### config.mk
export PLATFORM = sky130hd
export DESIGN_NAME = game_sequencer
export DESIGN_NICKNAME = d
export VERILOG_FILES = /design/src/rtl/game_sequencer.sv
export SDC_FILE = /design/constraint.sdc
export NUM_CORES = 1
export LEC_CHECK = 0
export ABC_CLOCK_PERIOD_IN_PS = 2990
export BUFFER_PORTS_ARGS = -buffer_cell sky130_fd_sc_hd__buf_4
export CORE_UTILIZATION = 45
export CTS_BUF_LIST = sky130_fd_sc_hd__clkbuf_4
export CTS_CLUSTER_DIAMETER = 120
export CTS_CLUSTER_SIZE = 30
export DETAILED_ROUTE_END_ITERATION = 16
export HOLD_SLACK_MARGIN = 0.08
export PLACE_DENSITY_LB_ADDON = 0.12
export SYNTH_ARGS = -nofsm -noshare
export SYNTH_HDL_FRONTEND = slang
export SYNTH_SLANG_ARGS = --single-unit
### constraint.sdc
create_clock -name clk -period 2.99 [get_ports clk]
set_clock_uncertainty 0.2 [all_clocks]
set_input_delay 0.897 -clock clk [delete_from_list [all_inputs] [get_ports clk]]
set_output_delay 0.897 -clock clk [all_outputs]
set_load 0.01 [all_outputs]
### src/rtl/game_sequencer.sv
// game_sequencer: pinball game-flow controller.
// Frame-paced phases, ball count, tilt window and gated scoring.
module game_sequencer #(
  parameter int BALLS_PER_GAME = 3,
  parameter int TILT_LIMIT     = 3,
  parameter int TILT_WINDOW    = 120,
  parameter int DRAIN_FRAMES   = 90,
  parameter int OVER_FRAMES    = 240
) (
  input  logic       clk,
  input  logic       rst,
  input  logic       frame_tick,
  input  logic       start_btn,
  input  logic       launch_btn,
  input  logic       shake_btn,
  input  logic       ball_lost,
  input  logic       score_in,
  output logic [2:0] state,
  output logic       ball_enable,
  output logic       flipper_enable,
  output logic       launch,
  output logic       score_clear,
  output logic       score_out,
  output logic [2:0] balls_left,
  output logic       tilt,
  output logic       game_over
);

  typedef enum logic [2:0] {
    IDLE  = 3'd0,
    SERVE = 3'd1,
    PLAY  = 3'd2,
    TILT  = 3'd3,
    DRAIN = 3'd4,
    OVER  = 3'd5
  } st_t;

  localparam logic [2:0] BALLS  = 3'(BALLS_PER_GAME);
  localparam logic [2:0] T_LIM  = 3'(TILT_LIMIT);
  localparam logic [7:0] T_WIN  = 8'(TILT_WINDOW);
  localparam logic [7:0] D_FRM  = 8'(DRAIN_FRAMES);
  localparam logic [7:0] O_FRM  = 8'(OVER_FRAMES);

  st_t        st;
  logic [2:0] sync1;
  logic [2:0] sync2;
  logic [2:0] smp;
  logic [2:0] press;
  logic       start_p;
  logic       launch_p;
  logic       shake_p;
  logic [2:0] tcnt;
  logic [7:0] win;
  logic [7:0] fcnt;
  logic       win_exp;
  logic [2:0] tbase;
  logic [2:0] tnext;
  logic       tilt_hit;
  logic       f_exp;
  logic [2:0] balls_dec;

  // bit 0 start, bit 1 launch, bit 2 shake
  assign press    = {3{frame_tick}} & sync2 & ~smp;
  assign start_p  = press[0];
  assign launch_p = press[1];
  assign shake_p  = press[2];

  // a press landing on the expiring tick starts a fresh window
  assign win_exp  = frame_tick && (win == 8'd1);
  assign tbase    = win_exp ? 3'd0 : tcnt;
  assign tnext    = (tbase == 3'd7) ? 3'd7 : tbase + 3'd1;
  assign tilt_hit = shake_p && (tnext >= T_LIM);

  assign f_exp     = frame_tick && (fcnt <= 8'd1);
  assign balls_dec = (balls_left == 3'd0) ? 3'd0
                                          : balls_left - 3'd1;

  always_ff @(posedge clk) begin
    if (rst) begin
      st          <= IDLE;
      sync1       <= '0;
      sync2       <= '0;
      smp         <= '0;
      tcnt        <= '0;
      win         <= '0;
      fcnt        <= '0;
      balls_left  <= '0;
      launch      <= 1'b0;
      score_clear <= 1'b0;
      score_out   <= 1'b0;
    end else begin
      sync1 <= {shake_btn, launch_btn, start_btn};
      sync2 <= sync1;
      if (frame_tick) smp <= sync2;
      launch      <= 1'b0;
      score_clear <= 1'b0;
      score_out   <= score_in && (st == PLAY);
      unique case (st)
        IDLE: begin
          if (start_p) begin
            score_clear <= 1'b1;
            balls_left  <= BALLS;
            st          <= SERVE;
          end
        end
        SERVE: begin
          if (launch_p) begin
            launch <= 1'b1;
            tcnt   <= '0;
            win    <= '0;
            st     <= PLAY;
          end
        end
        PLAY: begin
          if (shake_p) begin
            tcnt <= tnext;
            if (tbase == 3'd0) win <= T_WIN;
            else if (win != 8'd0) win <= win - 8'd1;
          end else if (frame_tick && win != 8'd0) begin
            win <= win - 8'd1;
            if (win_exp) tcnt <= '0;
          end
          if (ball_lost) begin
            balls_left <= balls_dec;
            fcnt       <= D_FRM;
            st         <= DRAIN;
          end else if (tilt_hit) begin
            st <= TILT;
          end
        end
        TILT: begin
          if (ball_lost) begin
            balls_left <= balls_dec;
            fcnt       <= D_FRM;
            st         <= DRAIN;
          end
        end
        DRAIN: begin
          if (f_exp) begin
            if (balls_left == 3'd0) begin
              fcnt <= O_FRM;
              st   <= OVER;
            end else begin
              fcnt <= '0;
              st   <= SERVE;
            end
          end else if (frame_tick) begin
            fcnt <= fcnt - 8'd1;
          end
        end
        OVER: begin
          if (start_p) begin
            score_clear <= 1'b1;
            balls_left  <= BALLS;
            fcnt        <= '0;
            st          <= SERVE;
          end else if (f_exp) begin
            fcnt <= '0;
            st   <= IDLE;
          end else if (frame_tick) begin
            fcnt <= fcnt - 8'd1;
          end
        end
        default: st <= IDLE;
      endcase
    end
  end

  assign state = st;

  always_comb begin
    ball_enable    = 1'b0;
    flipper_enable = 1'b0;
    tilt           = 1'b0;
    game_over      = 1'b0;
    unique case (1'b1)
      st == PLAY: begin
        ball_enable    = 1'b1;
        flipper_enable = 1'b1;
      end
      st == TILT: begin
        ball_enable = 1'b1;
        tilt        = 1'b1;
      end
      st == OVER: game_over = 1'b1;
      default: ;
    endcase
  end

endmodule

==> out/metrics.yaml <==
critPathLaunchType: "flip-flop"
tightest_slew_ps: 645
cp.required_ps: 1890
cp_slowest_cell: "or3b_1"
fin_crit_sh: 0.948
antenna_left: 0
drv_slew: 0
hold_class: "flip-flop to flip-flop"
ff2ff_path_depth: 8
vias: 2097
slowest_delay_ps: 490
cts_buffer_depth: 2
dpl_cell_area_mm2: 0.00250
fin_nets: 318
path_cells: "buf_4 -> or3b_1 -> inv_1 -> buf_4"
path_buf_inv: 3
grtUsageTotal: 0.222
worst-path-stages: 4
whs_ps: 252
ys_warn_count: 0
synth_area_leaders: "dfxtp_1, ha_1, inv_1, nand2_1, o21ai_0"
crit_arrival_ps: 1740
grt_pass1_vias: 1948
fin_ws_ps: 156
syn-instance-count: 276
grt_max_degree: 35
hpwl_um: 3810
r2r-end: "win[1]"
syn_nets: 294
post_cts_buffers: 0
synth_top_area_cell: "dfxtp_1"
place_ws_ps: 132
peakVddDrop_uv: 398
critPathTopFamily: "simple AND/OR/NAND/NOR gates"
cts_max_level: 2
fillers: 496
worstSetupEndpoint: "flipper_enable"
drc: 0
avgSynthCellArea_um2: 8.16
fmax_mhz: 353
wirelength_um: 5400
cts-hold-fix-buffers: 0
crit_top_cell: "buf_4"
p_leak_nw: 0.964
outcome: "completed"
async_flop_share: 0
final_area_mm2: 0.00256
rrSetupSlack_ps: 340
area_delta_synth_final_pct: 13.6
cts_buffers: 5
p_per_area_mw_per_mm2: 660
drtIter0Drc: 138
clock_sinks: 37
synth_top_area_frac: 0.329
cts_resized: 0
core_area_mm2: 0.00475
max_slew_margin: 0.567
drt_first_pass_iters: 4
setup_violations: 0
synth.most_common_cell: "dfxtp_1"
cp_max_fo: 8
antenna_found_initial: 0
utilization: 0.538
yosys_register_bits: 37
synth_edf_count: 0
port_buffers: 20
ys_top_cells_by_count: "dfxtp_1, inv_1, nand2_1"
routed_via_density: 5.70
io_pins: 21
cts-root-buf: "clkbuf_4"
num_antenna_cells: 0
synth_cell_types: 61
cp-end-kind: "output port"
yosysSeqAreaShare: 0.329
die_h_um: 72.7
grt_pass1_wl_um: 9160
syn_area_mm2: 0.00225
path_class: "flip-flop to output port"
initial_core_util: 0.474
drv_cap: 0
globalplace.congestion: 0.877
fin_crit_ps: 2830
grt_overflow: 0
dieWidth_um: 72.7
rsz0062_at_grt: "false"
r2r-start: "win[2]"
row_count: 25
die_area_mm2: 0.00529
crit_start: "state[1]"
tritoncts: "built"
finalHoldViolCount: 0
drive_above_1_share: 0.166
clk_pin_slew_ps: 110
clock_latency_ps: 360
routedWlPerCell_um: 14.7
setup_tns_ps: 0
ys_dominant_reg_cell: "dfxtp_1"
-- registers in the layout, indices dropped and copies added, names as in the netlist --
| register | count |
|---|---|
| launch | 1 |
| sync2 | 3 |
| fcnt | 8 |
| balls_left | 3 |
| score_clear | 1 |
| win | 8 |
| smp | 3 |
| state | 3 |
| sync1 | 3 |
| score_out | 1 |
| tcnt | 3 |
-- stage by stage --
stage,total power [mW],instances
final,1.69,368
after global routing,1.81,368
after detailed placement,1.41,360
after floorplan,1.19,276
after CTS,1.69,368
after global placement,1.40,360
-- worst min path at each step --
stage,startpoint,to,slack (ps),cells after the start
after floorplan,sync1[0],sync2[0],210,1
after global placement,sync1[0],sync2[0],220,1
after detailed placement,sync1[1],sync2[1],230,1
after CTS,sync1[2],sync2[2],260,1
after global routing,sync1[1],sync2[1],260,1
final,sync1[2],sync2[2],250,1
-- final cells by class --
class	instances	area [um^2]	area share
clock buffer	6	45.0	0.0176
clock inverter	2	10.0	0.00391
multi-input combinational	201	1360	0.530
inverter	24	90.1	0.0352
tap	67	83.8	0.0328
timing repair buffer	31	233	0.0910
sequential	37	741	0.290
-- logic make-up (layout without fill, tap and decap cells) --
group                      count (synthesis)  count (layout)  share of synthesized area
AOI/OAI and AO/OA                         76              76                      0.246
xor gates and xnor gates                   1               1                    0.00389
adders and majority gates                 11              11                     0.0600
buffers and inverters                     38              63                     0.0694
DFF                                       37              37                      0.329
muxes                                      5               5                     0.0222
and+or+nand+nor                          108             108                      0.270
-- routing by layer --
| metal | share of wire | wire (um) | GRT usage | up-vias |
|---|---|---|---|---|
| met5 | 0 | 0 | 0 | - |
| met2 | 0.47 | 2510 | 0.363 | 36 |
| met1 | 0.48 | 2600 | 0.291 | 995 |
| li1 | - | - | - | 1058 |
| met4 | 0.016 | 84 | 0.0784 | 0 |
| met3 | 0.036 | 192 | 0.0428 | 8 |
-- placed cells by master (no fill, tap or decap), types with 3 or more instances in the layout --
| master | instances |
|---|---|
| nand2b_1 | 3 |
| nand4_1 | 3 |
| and3_1 | 3 |
| a211oi_1 | 4 |
| a21oi_1 | 13 |
| o31ai_1 | 3 |
| mux2i_1 | 5 |
| a31oi_1 | 4 |
| nor2_1 | 20 |
| a311oi_1 | 3 |
| nor3_1 | 10 |
| nor2b_1 | 10 |
| and2_1 | 3 |
| clkbuf_4 | 6 |
| nor4_1 | 3 |
| o31a_1 | 3 |
| buf_4 | 31 |
| nand2_1 | 23 |
| o21ai_0 | 17 |
| nand3_1 | 8 |
| dfxtp_1 | 37 |
| ha_1 | 10 |
| or3_1 | 3 |
| a221oi_1 | 4 |
| inv_1 | 23 |
| o32ai_1 | 3 |
| nand3b_1 | 4 |
-- worst register-to-register path: stages, from the launching register on --
cell      delay (ps)
dfxtp_1          370
nor4_1           460
nand4_1          190
nand2_1          150
ha_1             190
o221ai_1         140
a41oi_2          260
or4b_1           460
a21oi_1          150
-- power breakdown --
group	switching (mW)	leakage (nW)	internal [mW]	total [mW]
Clock	0.180	0.0354	0.0987	0.278
Combinational	0.442	0.628	0.336	0.778
Sequential	0.0779	0.301	0.553	0.631
Note: power is estimated with default switching activity, not from simulation.
